[src/rtl/dvfs_pkg.sv]
// rtl/dvfs_pkg.sv - shared constants, state encoding and opcode classification for the DVFS governor
package dvfs_pkg;

    // Clock mux select codes; the mux decode depends on these exact values.
    localparam logic [2:0] OPC_FAST = 3'b100;
    localparam logic [2:0] OPC_SLOW = 3'b000;

    // RV32I major opcodes that count as heavy work.
    localparam logic [6:0] RV_OP     = 7'b0110011;
    localparam logic [6:0] RV_OP_IMM = 7'b0010011;
    localparam logic [6:0] RV_LOAD   = 7'b0000011;
    localparam logic [6:0] RV_STORE  = 7'b0100011;

    // Governor FSM encoding; TO_* states are the dwell states after a switch.
    localparam logic [1:0] ST_SLOW    = 2'd0;
    localparam logic [1:0] ST_TO_FAST = 2'd1;
    localparam logic [1:0] ST_FAST    = 2'd2;
    localparam logic [1:0] ST_TO_SLOW = 2'd3;

    // True for the opcodes that make up the heavy instruction class.
    function automatic logic is_heavy_opcode(input logic [6:0] opc);
        return (opc == RV_OP) || (opc == RV_OP_IMM) ||
               (opc == RV_LOAD) || (opc == RV_STORE);
    endfunction

endpackage

[src/rtl/dvfs_activity_window.sv]
// rtl/dvfs_activity_window.sv - heavy-instruction counter over fixed observation windows
module dvfs_activity_window #(
    parameter int WINDOW = 64,
    parameter int CNT_W  = $clog2(WINDOW + 1)
) (
    input  logic             clk_100,
    input  logic             reset,
    input  logic             instr_valid,
    input  logic [6:0]       instr_opcode,
    output logic             win_end,
    output logic [CNT_W-1:0] win_total,
    output logic [CNT_W-1:0] win_count
);
    import dvfs_pkg::*;

    localparam int               WC_W    = (WINDOW > 1) ? $clog2(WINDOW) : 1;
    localparam logic [WC_W-1:0]  WC_LAST = WC_W'(WINDOW - 1);

    logic [WC_W-1:0]  wcnt;
    logic [CNT_W-1:0] act;
    logic             heavy;

    assign heavy   = instr_valid && is_heavy_opcode(instr_opcode);
    assign win_end = (wcnt == WC_LAST);

    // The closing cycle's own heavy instruction belongs to the window it closes,
    // so the final total includes it combinationally.
    assign win_total = act + CNT_W'(heavy);

    // Window position and activity counters; the total is latched and act cleared at window end.
    always_ff @(posedge clk_100 or negedge reset) begin
        if (!reset) begin
            wcnt      <= '0;
            act       <= '0;
            win_count <= '0;
        end else if (win_end) begin
            wcnt      <= '0;
            act       <= '0;
            win_count <= win_total;
        end else begin
            wcnt <= wcnt + WC_W'(1);
            act  <= win_total;
        end
    end

endmodule

[src/rtl/dvfs_controller.sv]
// rtl/dvfs_controller.sv - workload-driven fast/slow governor driving the glitch-free clock mux select
module dvfs_controller #(
    parameter int WINDOW    = 64,
    parameter int HI_THRESH = 48,
    parameter int LO_THRESH = 16,
    parameter int DWELL     = 16,
    parameter int CNT_W     = $clog2(WINDOW + 1)
) (
    input  logic             clk_100,
    input  logic             reset,
    input  logic             instr_valid,
    input  logic [6:0]       instr_opcode,
    input  logic             force_en,
    input  logic             force_fast,
    output logic [2:0]       opcode,
    output logic             fast_mode,
    output logic             busy,
    output logic [CNT_W-1:0] win_count
);
    import dvfs_pkg::*;

    // Dwell counter counts DWELL-1 down to 0, giving DWELL busy cycles.
    localparam int               DW_W    = (DWELL > 1) ? $clog2(DWELL) : 1;
    localparam logic [DW_W-1:0]  DW_LOAD = DW_W'(DWELL - 1);
    localparam logic [CNT_W-1:0] HI_C    = CNT_W'(HI_THRESH);
    localparam logic [CNT_W-1:0] LO_C    = CNT_W'(LO_THRESH);

    generate
        if (!(LO_THRESH >= 0 && LO_THRESH < HI_THRESH && HI_THRESH <= WINDOW)) begin : g_bad_thresh
            $error("dvfs_controller: thresholds must satisfy 0 <= LO_THRESH < HI_THRESH <= WINDOW");
        end
        if (DWELL < 1) begin : g_bad_dwell
            $error("dvfs_controller: DWELL must be at least 1");
        end
        if (WINDOW < 2 || CNT_W < $clog2(WINDOW + 1)) begin : g_bad_window
            $error("dvfs_controller: WINDOW must be >= 2 and CNT_W wide enough to hold WINDOW");
        end
    endgenerate

    logic             win_end;
    logic [CNT_W-1:0] win_total;

    logic [1:0]       state_q, state_d;
    logic [DW_W-1:0]  dcnt_q, dcnt_d;
    logic [2:0]       opcode_q;
    logic             fast_q;
    logic             busy_q;
    logic             go_fast, go_slow;
    logic             next_fast, next_busy;

    dvfs_activity_window #(
        .WINDOW (WINDOW),
        .CNT_W  (CNT_W)
    ) u_window (
        .clk_100      (clk_100),
        .reset        (reset),
        .instr_valid  (instr_valid),
        .instr_opcode (instr_opcode),
        .win_end      (win_end),
        .win_total    (win_total),
        .win_count    (win_count)
    );

    // Force overrides the threshold decision entirely while asserted, even when
    // it already matches the current mode.
    assign go_fast = force_en ? force_fast  : (win_end && (win_total >= HI_C));
    assign go_slow = force_en ? !force_fast : (win_end && (win_total <= LO_C));

    // Next-state logic; decisions are only taken in the stable states, so a
    // window end or force seen during dwell is ignored until dwell expires.
    always_comb begin
        state_d = state_q;
        dcnt_d  = dcnt_q;
        case (state_q)
            ST_SLOW: begin
                if (go_fast) begin
                    state_d = ST_TO_FAST;
                    dcnt_d  = DW_LOAD;
                end
            end
            ST_FAST: begin
                if (go_slow) begin
                    state_d = ST_TO_SLOW;
                    dcnt_d  = DW_LOAD;
                end
            end
            ST_TO_FAST: begin
                if (dcnt_q == '0) begin
                    state_d = ST_FAST;
                end else begin
                    dcnt_d = dcnt_q - DW_W'(1);
                end
            end
            ST_TO_SLOW: begin
                if (dcnt_q == '0) begin
                    state_d = ST_SLOW;
                end else begin
                    dcnt_d = dcnt_q - DW_W'(1);
                end
            end
            default: begin
                state_d = ST_SLOW;
                dcnt_d  = '0;
            end
        endcase
    end

    assign next_fast = (state_d == ST_FAST) || (state_d == ST_TO_FAST);
    assign next_busy = (state_d == ST_TO_FAST) || (state_d == ST_TO_SLOW);

    // State, dwell counter and mux-facing outputs are all registered so the mux
    // select never sees a combinational path from the instruction stream.
    always_ff @(posedge clk_100 or negedge reset) begin
        if (!reset) begin
            state_q  <= ST_SLOW;
            dcnt_q   <= '0;
            opcode_q <= OPC_SLOW;
            fast_q   <= 1'b0;
            busy_q   <= 1'b0;
        end else begin
            state_q  <= state_d;
            dcnt_q   <= dcnt_d;
            opcode_q <= next_fast ? OPC_FAST : OPC_SLOW;
            fast_q   <= next_fast;
            busy_q   <= next_busy;
        end
    end

    assign opcode    = opcode_q;
    assign fast_mode = fast_q;
    assign busy      = busy_q;

endmodule

[config.mk]
export PLATFORM = sky130hd
export DESIGN_NAME = dvfs_controller
export DESIGN_NICKNAME = d
export VERILOG_FILES = /design/src/rtl/dvfs_pkg.sv /design/src/rtl/dvfs_activity_window.sv /design/src/rtl/dvfs_controller.sv
export SDC_FILE = /design/constraint.sdc
export NUM_CORES = 1
export LEC_CHECK = 0
export CAP_MARGIN = 20
export CORE_ASPECT_RATIO = 0.8
export CORE_MARGIN = 2
export CORE_UTILIZATION = 46
export DETAILED_ROUTE_END_ITERATION = 8
export GPL_TIMING_DRIVEN = 0
export MAX_ROUTING_LAYER = met4
export PLACE_DENSITY = 0.69
export SKIP_CTS_REPAIR_TIMING = 1
export SYNTH_ARGS = -nofsm -noshare
export SYNTH_HDL_FRONTEND = slang
export SYNTH_SLANG_ARGS = --single-unit
[constraint.sdc]
create_clock -name clk_100 -period 2.49 [get_ports clk_100]
set_input_delay 0.498 -clock clk_100 [delete_from_list [all_inputs] [get_ports clk_100]]
set_output_delay 0.498 -clock clk_100 [all_outputs]
set_load 0.005 [all_outputs]
Yosys cells after proc, flatten, opt, wreduce, memory -nomap -nowiden
Index checks and enable logic that the tools add are counted.
Cells by class
  add/sub/neg operators: 3
  order comparisons: 2
  equality and inequality tests: 14
  multiplexer cells: 14
  reductions and logical operators: 13
Operator list (number)
  $eq 7x6->1 const B: 2
  $mux 4: 3
  $pmux 4 s3: 1
  $eq 2x2->1 const B: 4
  $mux 2: 4
  $pmux 2 s4: 1
  $add 7x1->7: 1
  $eq 7x2->1 const B: 1
  $eq 7x5->1 const B: 1
  $ge 7x6->1 const B: 1
  $le 7x5->1 const B: 1
  $mux 7: 1
  $add 6x1->6 const B: 1
  $eq 6x6->1 const B: 1
  $mux 6: 1
  $ne 2x2->1 const B: 3
  $logic_or 1x1->1: 5
  $eq 2x1->1 const B: 2
  $logic_not 4->1: 1
  $sub 4x1->4 const B: 1
  $logic_and 1x1->1: 3
  $mux 3: 1
  $reduce_and 3->1: 1
  $logic_not 2->1: 1
  other kinds (3): 4
Storage, ports and cells
  register bits: 31
  input bits: 12
  output and inout port bits: 12
  word-level logic and storage cells: 54

Longest topological paths before layout
Gate-level depths: netlist (run 1).
  depth after elaboration: 14
  depth in mapped cells: 11
  depth with buffers taken out: 11

By module
Synthesis (run 1) repeated with hierarchy kept, for this count alone.
Second synthesis, totals
  cells, all modules: 112
  area total of the unflattened synthesis: 1346.3 sq um
Modules (own cells, without submodules)
  dvfs_activity_window: instances 1, cells an instance 72, area each 902.1 sq um, sequential area each 500.5 sq um
  dvfs_controller: instances 1, cells an instance 40, area each 444.2 sq um, sequential area each 200.2 sq um

Worst setup path after synthesis (run 1)
No wires, ideal clock.
  path type: input-to-reg
  from: input instr_opcode[6]
  to: register opcode_q[2] (netlist: opcode[2])
  arrival: 2.601 ns
  required time: 2.427 ns
  slack: -0.174 ns
  stages: 11
  path buffers: 0
  path through: nand4b_1 -> nor3_1 -> ha_1 -> ha_1 -> and4_1 -> nand2_1 -> xor2_1 -> a41oi_2 -> nor4_4 -> ha_1 -> inv_1
Between the ends
  word-level cells in the longest chain between the ends: 14
  elaborated cells on any way between the ends: 22
  classes of those cells: 1 x add/sub; 2 x order compare; 6 x eq/ne; 6 x mux; 7 x reduce/logical
RTL lines
  start, declared: RTL line dvfs_controller.sv:12  | input logic [6:0] instr_opcode,
  $eq 7x6->1 or $eq 7x5->1 (tied branches): RTL line dvfs_pkg.sv:22  | return (opc == RV_OP) || (opc == RV_OP_IMM) ||
  $logic_or 1x1->1 (2 in a row): RTL line dvfs_pkg.sv:22
  $logic_or 1x1->1 (*): RTL line dvfs_pkg.sv:23  | (opc == RV_LOAD) || (opc == RV_STORE);
  $logic_and 1x1->1 (*): RTL line dvfs_activity_window.sv:23  | assign heavy = instr_valid && is_heavy_opcode(instr_opcode);
  $add 7x1->7 (*): RTL line dvfs_activity_window.sv:28  | assign win_total = act + CNT_W'(heavy);
  $le 7x5->1 or $ge 7x6->1 (tied branches): RTL line dvfs_controller.sv:67, dvfs_controller.sv:66
  $logic_and 1x1->1, on equally long branches: RTL line dvfs_controller.sv:67, dvfs_controller.sv:66
  $mux 1, on equally long branches: RTL line dvfs_controller.sv:67, dvfs_controller.sv:66
  $mux 2, on equally long branches: RTL line dvfs_controller.sv:82, dvfs_controller.sv:76
  $pmux 2 s4 (*): RTL line dvfs_controller.sv:74  | case (state_q)
  via state_d[0]: RTL line dvfs_controller.sv:43  | logic [1:0] state_q, state_d;
  $eq 2x2->1 or $eq 2x1->1 (tied branches): RTL line dvfs_controller.sv:108  | assign next_fast = (state_d == ST_FAST) || (state_d == ST_TO_FAST);
  $logic_or 1x1->1 (*): RTL line dvfs_controller.sv:108
  via next_fast: RTL line dvfs_controller.sv:49  | logic next_fast, next_busy;
  $mux 3 (*): RTL line dvfs_controller.sv:123  | opcode_q <= next_fast ? OPC_FAST : OPC_SLOW;
  end signal, assigned: RTL line dvfs_controller.sv:123
  end, declared: RTL line dvfs_controller.sv:45  | logic [2:0] opcode_q;
The timed path passes the listed nets; every way through them passes the cells marked *.
A chain may end at the register's enable or synchronous reset.

Worst setup path after layout (run 1)
  from: input instr_opcode[6]
  to: register dcnt_q[2]
Between the ends
  word-level cells in the longest chain between the ends: 11
  elaborated cells on any way between the ends: 18
  classes of those cells: 1 x add/sub; 2 x order compare; 6 x eq/ne; 2 x mux; 7 x reduce/logical
RTL lines
  $eq 7x6->1 or $eq 7x5->1 (tied branches): RTL line dvfs_pkg.sv:22
  $logic_or 1x1->1 (2 in a row): RTL line dvfs_pkg.sv:22
  $logic_or 1x1->1 (*): RTL line dvfs_pkg.sv:23
  $logic_and 1x1->1 (*): RTL line dvfs_activity_window.sv:23
  $add 7x1->7 (*): RTL line dvfs_activity_window.sv:28
  $le 7x5->1 or $ge 7x6->1 (tied branches): RTL line dvfs_controller.sv:67, dvfs_controller.sv:66
  $logic_and 1x1->1, on equally long branches: RTL line dvfs_controller.sv:67, dvfs_controller.sv:66
  $mux 1, on equally long branches: RTL line dvfs_controller.sv:67, dvfs_controller.sv:66
  $ne 2x2->1 (no source line)
  $reduce_and 3->1 (no source line) (*)
  end signal, assigned: RTL line dvfs_controller.sv:122  | dcnt_q <= dcnt_d;
  end, declared: RTL line dvfs_controller.sv:44  | logic [DW_W-1:0] dcnt_q, dcnt_d;
Every way passes the cells marked *; elsewhere a longest branch is shown, timed or not.

==> results by stage, run 1 <==
Run:
- The reported max-cap violation count is 0.

Yosys:
- The synthesized area per cell is between 10 and 15 um^2.
- The share of synthesized registers carrying an async set or reset is between 90% and 100%.
- After technology mapping, the gate count stands at approximately 120.
- The adder and majority cell fraction of the synthesized area is approximately 5.6%.
- Multiplexer cells account for under 10% of the synthesized area.
- After synthesis the netlist holds a flip-flop and latch count of 28.
- The fraction of the mapped netlist area in simple logic gates is roughly 18%.
- The post-synthesis share of cell area spent on xor and xnor gates is ~6%.
- The netlist area before placement is around 1300 um^2.
- The number of enable flip-flop cells after synthesis is 0.
- Among all flip-flop cells after synthesis, the most frequent one is dfrtp_1.
- Summing the sequential cell areas from Yosys gives between 50 and 60% of the chip area.
- The post-synthesis compound-gate area fraction is approximately 12%.
- After synthesis, the largest family of logic cells by area is simple AND/OR/NAND/NOR gates.
- The number of warnings printed during yosys synthesis is 0.
- The number of distinct standard cells referenced by the synthesized netlist is 36.

Setup path:
- The worst reg2reg path endpoint is dcnt_q[2]$_DFFE_PN0P_.
- In this design, the largest share of critical-path delay is due to simple AND/OR/NAND/NOR gates.
- The signal arrival time at the worst endpoint is between 2 and 3 ns.
- The launching point of the worst reg2reg path is u_window.act[0]$_DFF_PN0_.
- Across all register-to-register paths, the minimum setup slack is 0.25 ns.
- Measured in cells, the most critical reg-to-reg path has a length of 9.
- The kind of capture point of the worst setup path is a flip-flop.
- The worst stage delay on the critical path is 0.41 ns.
- Walking the worst path, the cells encountered are buf_6, nand4b_1, nor3_2, ha_2, ha_4, and4_4, nand2_4, xor2_2, a41oi_2, nor4_4, buf_4, o221a_1.
- Along the worst path, the maximum fanout reaches 5.
- For the worst setup path, the data required time is between 2 and 3 ns.
- By startpoint and endpoint, the worst setup path is classified as primary input to flip-flop.
- The slowest cell on the critical path is nor4_4.
- The buffering stage count on the worst path with inverters included is 2.
- The worst setup path is launched from a primary input.

Timing:
- The minimum clock period after layout is 2.449 ns.
- The pin slew with the least headroom to its limit is 0.5584 ns.
- The clock tree skew after final layout is approximately 0.0057 ns.
- Static timing analysis puts the maximum clock frequency at around 0.41 GHz.
- Setup repair after global routing could not meet its margin everywhere.
- The relative max-transition margin is 62.65%.
- The number of hold violations in the final report is 0.
- The worst path setup slack after routing is 0.04087 ns.
- The ratio of final minimum period to clock period is between 90% and 100%.
- The final number of max-transition violations is 0.
- Setup violations remaining at the end of the flow were counted as 0.

Finish:
- The repair_antennas step left the layout with diodes totalling 0.
- The final instance area is approximately 1800 um^2.
- From synthesis to final layout, the design area changed by 33.05%.
- For this run, the share of the core covered by cells in the final layout is 64.48%.
- The final cell count without fillers is 190.
- Cells with a size suffix above 1 make up between 20% and 30% of the layout.
- At the end of the flow, the number of nets in the layout was 171.

Place:
- After legalization and detailed placement, the total HPWL measured a little under 2000 um.
- The total placed cells including tap cells is approximately 180.
- The instance area after placement is ~1600 um^2.
- The count of buffers added on input and output ports is 19.
- The placer congestion estimate is 0.7562.
- OpenSTA, run right after detailed placement, puts the worst setup slack at -0.7910 ns.

Die:
- The floorplan step set the die height to ~52 um.
- The floorplan step defined a die boundary enclosing roughly 3400 um^2.
- The width of the die is between 60 and 70 um.
- For this configuration, the core starts out at a cell density of 48.46%.
- After floorplanning, the core was divided into 17 placement rows.
- For this design the top-level I/O count stands at 24.
- The core area is roughly 2800 um^2.

Clocking:
- After clock tree synthesis, the clock-pin slew on the worst setup and hold paths is ~0.15 ns.
- The total clock buffers created by CTS is 3.
- CTS saw 28 sinks.
- The number of levels the H-tree was split into is 1.
- The clock tree from TritonCTS is yes.
- The buffer type at the clock tree root is clkbuf_4.
- Counting along the longest clock path gives a buffer depth of 2.
- The clock latency at the later pin of the worst-skew pair is about 0.33 ns.

Route:
- The number of vias after detailed routing is 973.
- The number of detailed-routing iterations run before antenna repair is 4.
- The number of nets with antenna violations after detailed routing is 0.
- The detailed-route wire length per cell is around 14 um.
- In the routed design, unresolved DRC markers number 0.
- Using the TritonRoute via totals, the vias-per-cell ratio works out to slightly above 5.
- Wires add up to 2681 um.
- The detailed router's first-iteration violation count is 46.

Min path:
- The startpoint identified for the worst hold timing path is u_window.wcnt[4]$_DFF_PN0_.
- The type of the tightest min-delay check is flip-flop to flip-flop.
- The path with the worst hold slack has its endpoint at u_window.wcnt[4]$_DFF_PN0_.
- The cell depth of the worst min-delay path is 1.

Outcome:
- The run finished with clean final reports.

Global routing:
- The first-pass GRT wire length is between 4000 and 5000 um.
- The total grt overflow is 0.
- The maximum number of pins on one net before global-route repair is 19.
- The combined global-route utilization of all metal layers is 18.17%.
- The number of global-route vias before repair is just under 1,000.
- The number of antenna violations at the first check in global routing is 0.

Power:
- The analysis attributes to cell leakage a power of between 0.7 and 0.8 nW.
- Dividing total power by cell area gives a power density of around 740 nW/um^2.
- IR analysis of the VDD net gives a maximum drop of between 0.6 and 0.7 mV.
## power by group
group          switching (mW)  internal (mW)  total (mW)
Combinational           0.173          0.236       0.409
Sequential             0.0728          0.535       0.608
Clock                   0.137          0.163       0.300
## worst reg2reg max path, stage by stage, from the launching register on
cell and delay, ns:
dfrtp_1 0.36, ha_2 0.22, ha_4 0.18, and4_4 0.25, nand2_4 0.05, xor2_2 0.16, a41oi_2 0.17, nor4_4 0.41
buf_4 0.20, o221a_1 0.17
## flip-flops by register name (all words and copies together), names as in the netlist
register,flops
busy,1
dcnt_q,4
opcode,1
state_q,2
u_window.act,7
u_window.wcnt,6
u_window.win_count,7
## Yosys cell counts, types with 2 or more instances
master | n | area, um^2
a21oi_1 | 7 | 35.03
a41oi_2 | 2 | 32.53
buf_4 | 3 | 22.52
dfrtp_1 | 28 | 700.7
ha_1 | 6 | 75.07
inv_1 | 7 | 26.28
mux2_2 | 2 | 22.52
nand2_1 | 5 | 18.77
nand2b_1 | 2 | 12.51
nand3_1 | 7 | 35.03
nor2_1 | 16 | 60.06
nor2b_1 | 3 | 18.77
nor3_1 | 2 | 10.01
o21ai_0 | 2 | 10.01
o221a_1 | 2 | 22.52
xnor2_1 | 5 | 43.79
xor2_1 | 4 | 35.03
## final cells by class
type | instances | area [um^2]
Timing Repair Buffer | 25 | 269.0
Multi-Input combinational cell | 83 | 656.9
Tap cell | 38 | 47.55
Clock buffer | 3 | 22.52
Clock inverter | 1 | 30.03
Sequential cell | 28 | 700.7
Fill cell | 230 | 982.2
Buffer | 5 | 30.03
Inverter | 7 | 26.28
## cell families (layout without fill, tap and decap cells)
kind of cell    after synthesis  in the layout
simple gates                 43             43
fa+ha+maj                     6              6
xor+xnor                      9              9
mux                           2              2
other cells                   1              2
compound gates               21             21
flops                        28             28
buf+inv                      12             41
## through the flow
step | hold slack, ns | power [mW] | setup TNS, ns
floorplan | 0.2024 | 0.8506 | -0.08644
global placement | 0.4640 | 0.9601 | -3.835
detailed placement | 0.4644 | 0.9974 | -4.670
CTS | 0.4884 | 1.302 | -2.231
global route | 0.5096 | 1.414 | -0.4952
finish | 0.4887 | 1.316 | 0
## placed cells by master (no fill, tap or decap), types with 2 or more instances in the layout
cell and n:
a41oi_2 2, clkdlybuf4s50_1 13, nand2b_1 2, dlymetal6s2s_1 5, nor2_2 2, o21ai_0 2
xor2_1 3, nand2_1 4, dfrtp_1 28, o221a_1 2, a21oi_1 7, nor2b_1 3
nand3_1 7, inv_1 7, xnor2_1 4, conb_1 2, nor2_1 14, buf_4 8
mux2_2 2, ha_1 4, clkbuf_4 3
## routing by layer
| layer | vias up | routed length, um | share of wire [%] | track usage (%) |
|---|---|---|---|---|
| li1 | 478 | - | - | - |
| met1 | 476 | 1214 | 45 | 23.50 |
| met2 | 16 | 1357 | 51 | 30.38 |
| met3 | 3 | 92 | 3.4 | 3.871 |
| met4 | 0 | 16 | 0.60 | 3.191 |
| met5 | - | 0 | 0 | - |
## worst max-delay path by stage
stage	from	end	slack, ns	cells after the start
2_1_floorplan	instr_opcode[6]	busy$_DFF_PN0_	-0.04	11
3_3_place_gp	instr_opcode[1]	opcode[2]$_DFF_PN0_	-0.67	12
3_5_place_dp	instr_opcode[1]	opcode[2]$_DFF_PN0_	-0.79	12
4_1_cts	instr_opcode[1]	opcode[2]$_DFF_PN0_	-0.45	12
5_1_grt	instr_opcode[6]	opcode[2]$_DFF_PN0_	-0.12	12
6_report	instr_opcode[6]	dcnt_q[2]$_DFFE_PN0P_	0.04	12
Power figures use the tool's default switching activity.
==> run 2, diff against run 1 <==
CELL_PAD_IN_SITES_DETAIL_PLACEMENT = 1   (was not set)
CELL_PAD_IN_SITES_GLOBAL_PLACEMENT = 2   (was not set)
CORE_MARGIN = 1.5   (was 2)
CORE_UTILIZATION = 33   (was 46)
PLACE_DENSITY = 0.76   (was 0.69)
==> run 2 against run 1 <==
Critical path depth stayed put. Power is 2.3% lower. Non-clock buffer count is 1 lower. Clock skew is 0.0042 ns lower. Sequential cell count stayed put. Hold slack worse by 0.010 ns. Register-to-register slack hardly changed. Sequential power hardly changed. Utilization is 18 points lower. Via count is 0.82% lower. Setup slack worse by 0.039 ns. Combinational power hardly changed. Critical endpoint is now dcnt_q[3]$_DFFE_PN0P_. Largest cell class unchanged. Largest power group unchanged. Highest routed layer unchanged.
==> results by stage, run 2 (synthesis results as in run 1) <==
Setup path:
- For this run, the slowest stage of the critical path takes 0.35 ns.
- Traced cell by cell, the critical path runs through clkbuf_2, nand4b_1, nor3_2, ha_2, buf_4, nand4_1, nor2_1, xnor2_2, a41oi_2, nor4_4, buf_4, o221a_1.
- The most used cell along the critical path is buf_4.
- The signal arrival time at the worst endpoint is between 2 and 3 ns.
- The worst setup path is launched from a primary input.
- The type of the setup path with the least slack is primary input to flip-flop.
- The logic depth of the worst register-to-register path is 8.
- The kind of cell with the highest combined delay along the critical path is simple AND/OR/NAND/NOR gates.
- The required time at the endpoint of the critical path is 2.70 ns.
- The buffering stage count on the worst path with inverters included is 3.
- The top fanout value on the critical path is 5.
- The kind of capture point of the worst setup path is a flip-flop.
- The slowest cell on the critical path is nor4_4.
- The critical path crosses 12 cells after its start point.

Finish:
- Once layout is complete, the utilization of the core stands at between 40% and 50%.
- The library cell used most frequently in the layout, excluding fill and tap cells, is dfrtp_1.
- 0 antenna diodes ended up in the layout.
- From synthesis to final layout, the design area changed by 34.45%.
- In the final layout, the registers with the most flip-flops are u_window.act: 7 flops, u_window.win_count: 7 flops, u_window.wcnt: 6 flops.
- The top cell types in the final layout, fill and taps aside, are 28 x dfrtp_1, 15 x nor2_1, 13 x clkdlybuf4s50_1.
- In the final layout, the share of cells above drive strength 1 is 21.85%.
- Once layout is done, the placed cells without fillers occupy 1802 um^2.
- The layout net count is 170.

Clocking:
- The clock slew seen by the registers of the worst setup and hold paths is about 0.09 ns.
- Clock tree synthesis inserted a total of 3 buffers.
- In this run the number of H-tree levels came out at 1.
- The buffer type at the clock tree root is clkbuf_8.
- The clock latency at the later pin of the worst-skew pair is 0.26 ns.
- TritonCTS built the clock tree.
- The maximum buffer depth of the clock tree is 2.
- Counting every sink on the clock net gives 28.

Timing:
- The final number of max-transition violations is 0.
- The number of hold violations in the final report is 0.
- Setup violations remaining at the end of the flow were counted as 0.
- After routing, the total negative slack on setup checks comes to 0 ns.
- Clock skew on the completed layout was measured at 0.001437 ns.
- The ratio of final minimum period to clock period is between 90% and 100%.
- Timing would allow up to between 0.4 and 0.5 GHz.
- The worst path in the final design needs a cycle of around 2.5 ns, including I/O delays and setup.
- Setup repair after global routing could not meet its margin everywhere.

Place:
- The total half-perimeter wirelength after legalization and detailed placement is ~2200 um.
- Once placement finished, the instance area stood at 1665 um^2.
- The number of buffers inserted by port buffering is 19.
- The placer congestion estimate is slightly above 0.7.

Run:
- The reported max-cap violation count is 0.

Die:
- The floorplan step set the die height to between 50 and 60 um.
- The I/O pin count is 24.
- The area of the die is around 4500 um^2.
- The cell row count is 20.
- For this configuration, the core starts out at a cell density of 34.77%.
- The die is between 70 and 80 um wide.
- The floorplan step defined a core boundary enclosing around 3900 um^2.

Global routing:
- The number of global-route vias before repair is approximately 1,000.
- The number of antenna violations at the first check in global routing was 0.
- After global routing the overflow that remains totals 0.
- The first-pass GRT wire length is between 5000 and 6000 um.
- The maximum number of pins on one net before global-route repair is 21.
- The combined global-route utilization of all metal layers is between 15 and 20%.

Power:
- Of the total power, the share spent switching nets is between 20% and 30%.
- In this run the power spent charging and discharging nets is 0.3767 mW.
- The total leakage power is between 0.7 and 0.8 nW.
- The share of power burned in registers is a little under half.
- The maximum resistive drop on vdd is just over 0.4 mV.
- Dividing total power by cell area gives a power density of around 710 nW/um^2.
- The part of the power in the clock network is about a fifth.
- In this run, the combinational gates consume between 30% and 40% of the power.
- The completed layout was analyzed and its total power is around 1.3 mW.
- The internal cell power is 0.9095 mW.

Outcome:
- The run finished with clean final reports.

Route:
- The average vias per placed instance is 4.684.
- After detailed routing, the number of remaining DRC violations is 0.
- For this block, the routed nets add up to ~2900 um of wire.
- The number of vias after detailed routing is 965.
- The detailed-route wire length per cell is between 10 and 15 um.
- The number of detailed-routing iterations run before antenna repair is 4.
- The detailed router's first-iteration violation count is 32.
- The number of nets with antenna violations after detailed routing is 0.

Min path:
- The type of the tightest min-delay check is flip-flop to flip-flop.
- Along the worst hold path, the cell count comes to 1.
-- run 2: cell types whose count changed in the layout (fill, tap and decap cells not counted), sizes merged --
cell	change
bufinv	-1
buf	-2
clkbuf	+2
-- run 2: final timing paths --
path	end	slack (ns)	from
max	dcnt_q[3]$_DFFE_PN0P_	0.002	instr_opcode[6]
min	u_window.wcnt[4]$_DFF_PN0_	0.48	u_window.wcnt[4]$_DFF_PN0_
max reg2reg	dcnt_q[3]$_DFFE_PN0P_	0.25	u_window.act[0]$_DFF_PN0_
min reg2reg	u_window.wcnt[4]$_DFF_PN0_	0.48	u_window.wcnt[4]$_DFF_PN0_
max in group asynchronous	u_window.act[6]$_DFF_PN0_	1.49	reset
min in group asynchronous	u_window.wcnt[3]$_DFF_PN0_	0.55	reset
-- run 2: power by group through the flow --
stage / clock network (mW) / logic [mW] / registers (mW)
floorplan: 0 / 0.252 / 0.599
global placement: 0 / 0.361 / 0.606
detailed placement: 0 / 0.379 / 0.612
CTS: 0.286 / 0.383 / 0.604
global route: 0.310 / 0.463 / 0.620
finish: 0.275 / 0.406 / 0.605
-- run 2: per-layer routing --
| metal | track usage (%) | part of all wire [%] | up-vias |
|---|---|---|---|
| met5 | - | 0 | - |
| met4 | 3.896 | 0.61 | 0 |
| met3 | 2.530 | 1.4 | 2 |
| met2 | 25.89 | 51 | 6 |
| met1 | 19.83 | 47 | 482 |
| li1 | - | - | 475 |
-- run 2: cell type report --
class                           instances  area [um^2]
Inverter                                7        26.28
Tap cell                               55        68.82
Buffer                                  5        30.03
Fill cell                             445         2052
Sequential cell                        28        700.7
Clock buffer                            4        55.05
Timing Repair Buffer                   24        255.2
Multi-Input combinational cell         83        665.6
-- run 2: stage by stage --
stage | setup WS, ns | hold slack [ns] | cells
after global routing | -0.1588 | 0.5002 | 206
after floorplan | -0.04407 | 0.2024 | 123
after detailed placement | -0.7364 | 0.4680 | 198
after CTS | -0.4646 | 0.4836 | 202
final | 0.002097 | 0.4784 | 206
after global placement | -0.6605 | 0.4613 | 197
-- run 2: worst reg2reg max path, cell delays in order, from the launching register on --
cell and delay [ns]:
dfrtp_1 0.38, ha_2 0.22, ha_4 0.19, buf_4 0.13, xnor2_1 0.33, a311oi_2 0.22, nor4_4 0.32, buf_4 0.21
o221a_1 0.19
==> run 3, diff against run 2 <==
REMOVE_ABC_BUFFERS = 1   (was not set)
TNS_END_PERCENT = 10   (was not set)
==> run 3 against run 2 <==
Power down 2.2%. The run now ends with setup timing left. Via count down 1.6%. First-iteration DRC count up 91%. Maximum frequency down 2.5%. Critical path type unchanged.
==> results by stage, run 3 (synthesis results as in run 1) <==
Global routing:
- The total grt overflow is 0.
- The maximum number of pins on one net before global-route repair is 25.
- The first-pass GRT wire length is approximately 4300 um.
- The number of antenna violations at the first check in global routing is 0.
- The combined global-route utilization of all metal layers is 13.20%.
- The number of global-route vias before repair was between 900 and 1,000.

Outcome:
- The checks that failed: setup timing.
- The flow ran to the end, but the final reports show violations.

Timing:
- Clock skew on the completed layout was measured at around 0.0037 ns.
- The peak clock frequency supported by timing is 0.3921 GHz.
- The ratio of final minimum period to clock period is 102.4%.
- Subtracting the final worst setup slack from the clock period gives ~2.6 ns.
- The total negative slack is -0.1284 ns.
- The number of hold violations in the final report is 0.
- Setup repair after global routing could not meet its margin everywhere.
- The worst path setup slack after routing is -0.06053 ns.
- The pin slew with the least headroom to its limit is 0.5672 ns.
- Setup violations remaining at the end of the flow were counted as 3.
- The final number of max-transition violations was 0.
- The worst pin sits at a relative slew slack of between 60% and 70%.

Finish:
- The antenna diode count is 0.
- Of the cells placed in the final design, the portion with a size suffix greater than 1 is 20.27%.
- The most frequent standard cell in the layout excluding fill and tap cells is dfrtp_1.
- After routing the design area is between 1500 and 2000 um^2.
- The final core utilization is 46.01%.
- Leaving out fill and tap cells, the most frequent cells in the layout are 28 x dfrtp_1, 15 x nor2_1, 13 x clkdlybuf4s50_1.
- The final layout contains between 150 and 200 nets.
- The largest registers in the layout are u_window.act: 7 flops, u_window.win_count: 7 flops, u_window.wcnt: 6 flops.
- Leaving out filler cells and counting taps, the final layout contains slightly above 200.
- The growth of design area from synthesis to finish is 32.31%.

Power:
- The total leakage power is between 0.7 and 0.8 nW.
- The completed layout was analyzed and its total power is between 1 and 1.5 mW.
- The maximum resistive drop on vdd is between 0.4 and 0.5 mV.
- The power density normalized to cell area is about 700 nW/um^2.

Setup path:
- The signal arrival time at the worst endpoint is around 2.8 ns.
- The setup slack on the worst flop-to-flop path is ~0.18 ns.
- Along the worst path, the maximum fanout reaches 5.
- The launching point of the worst reg2reg path is u_window.wcnt[0]$_DFF_PN0_.
- The kind of launch point of the worst setup path is a primary input.
- The endpoint identified for the worst register-to-register timing path is dcnt_q[3]$_DFFE_PN0P_.
- Measured in cells, the most critical reg-to-reg path has a length of 7.
- STA puts the critical path data required time at between 2 and 3 ns.
- The worst setup path is captured at a flip-flop.
- The worst setup path is of the primary input to flip-flop kind.

Clocking:
- The sink count of the clock tree is 28.
- Clock-pin slew was measured on the worst setup and hold paths at ~0.090 ns.
- The maximum buffer depth of the clock tree is 2.
- TritonCTS built the clock tree.
- For the worst-skew pair, the clock arrives at the later sink with an insertion delay of ~0.27 ns.
- In this run, CTS created clock tree buffers numbering 3.
- The number of levels the H-tree was split into is 1.
- Clock tree synthesis selected as its root buffer the cell clkbuf_8.

Die:
- The core area is between 3000 and 4000 um^2.
- The height of the chip is about 60 um.
- The floorplan has 20 rows.
- The floorplan step defined a die boundary enclosing ~4500 um^2.
- Once the floorplan was initialized, standard cells occupied about a third of the core.
- Pin placement for this block handled 24 I/O pins.
- The width of the die is around 74 um.

Route:
- The average vias per placed instance is 4.680.
- The number of vias after detailed routing is 950.
- The number of nets with antenna violations after detailed routing is 0.
- The first detailed-routing pass took 2 iterations.
- The detailed-route wire length per cell is ~14 um.
- The detailed-route DRC error count is 0.
- The detailed router's first-iteration violation count is between 60 and 70.
- The final wirelength is 2887 um.

Place:
- The instance area after placement is between 1500 and 2000 um^2.
- The total placed cells including tap cells is between 150 and 200.
- Summed over all nets, the half-perimeter wirelength after detailed placement is 2096 um.
- The placer congestion estimate is approximately 0.78.
- Input and output buffers added on the ports amount to 19.

Min path:
- The worst hold path belongs to the class flip-flop to flip-flop.
- Along the worst hold path, the cell count comes to 1.
- The startpoint of the tightest hold check path is u_window.wcnt[4]$_DFF_PN0_.
- The destination of the worst hold path is u_window.wcnt[4]$_DFF_PN0_.

Run:
- The reported max-cap violation count is 0.
run 3: cell types whose count changed in the layout (fill, tap and decap cells not counted), sizes merged:
| cell | previous run | this run |
|---|---|---|
| clkbuf | 6 | 5 |
| buf | 9 | 7 |
run 3: worst max path at each step:
stage | startpoint | depth (start not counted) | to
after floorplan | instr_opcode[6] | 11 | opcode[2]$_DFF_PN0_
after global placement | instr_opcode[1] | 12 | opcode[2]$_DFF_PN0_
after detailed placement | instr_opcode[1] | 12 | opcode[2]$_DFF_PN0_
after CTS | instr_opcode[1] | 12 | opcode[2]$_DFF_PN0_
after global routing | instr_opcode[6] | 12 | dcnt_q[3]$_DFFE_PN0P_
final | instr_opcode[6] | 12 | dcnt_q[3]$_DFFE_PN0P_
run 3: power by group:
part / switching (mW) / total (mW) / internal (mW) / leakage [nW]
logic: 0.162 / 0.373 / 0.211 / 0.428
registers: 0.0703 / 0.606 / 0.535 / 0.319
clock network: 0.139 / 0.280 / 0.141 / 0.0288
total: 0.371 / 1.26 / 0.888 / 0.776
run 3: worst max-delay path, cell delays in order:
cell      delay (ns)
clkbuf_2        0.08
nand4b_1        0.17
nor3_2          0.19
ha_2            0.24
ha_4            0.16
and4_4          0.26
nand2_4         0.07
xor2_4          0.19
a41oi_2         0.15
nor4_4          0.36
buf_4           0.20
o221a_1         0.19
run 3: final cells by class:
cell class	instances	area (um^2)
fillers	433	2081
flip-flops and latches	28	700.7
multi-input cells	83	651.9
repair buffers	26	270.3
well taps	55	68.82
clock buffers	4	55.05
inverters	7	26.28
run 3: routing by layer:
metal / wire [um] / vias up / global-route usage [%]
met3: 81 / 2 / 3.035
li1: - / 470 / -
met5: 0 / - / -
met1: 1320 / 468 / 17.18
met4: 14 / 0 / 3.117
met2: 1470 / 10 / 21.05
run 3: through the flow:
step / hold WS (ns) / setup slack, ns
after floorplan: 0.2024 / -0.1820
after global placement: 0.4610 / -0.9042
after detailed placement: 0.4927 / -1.025
after CTS: 0.5079 / -0.7391
after global routing: 0.5438 / -0.2098
final: 0.4958 / -0.06053
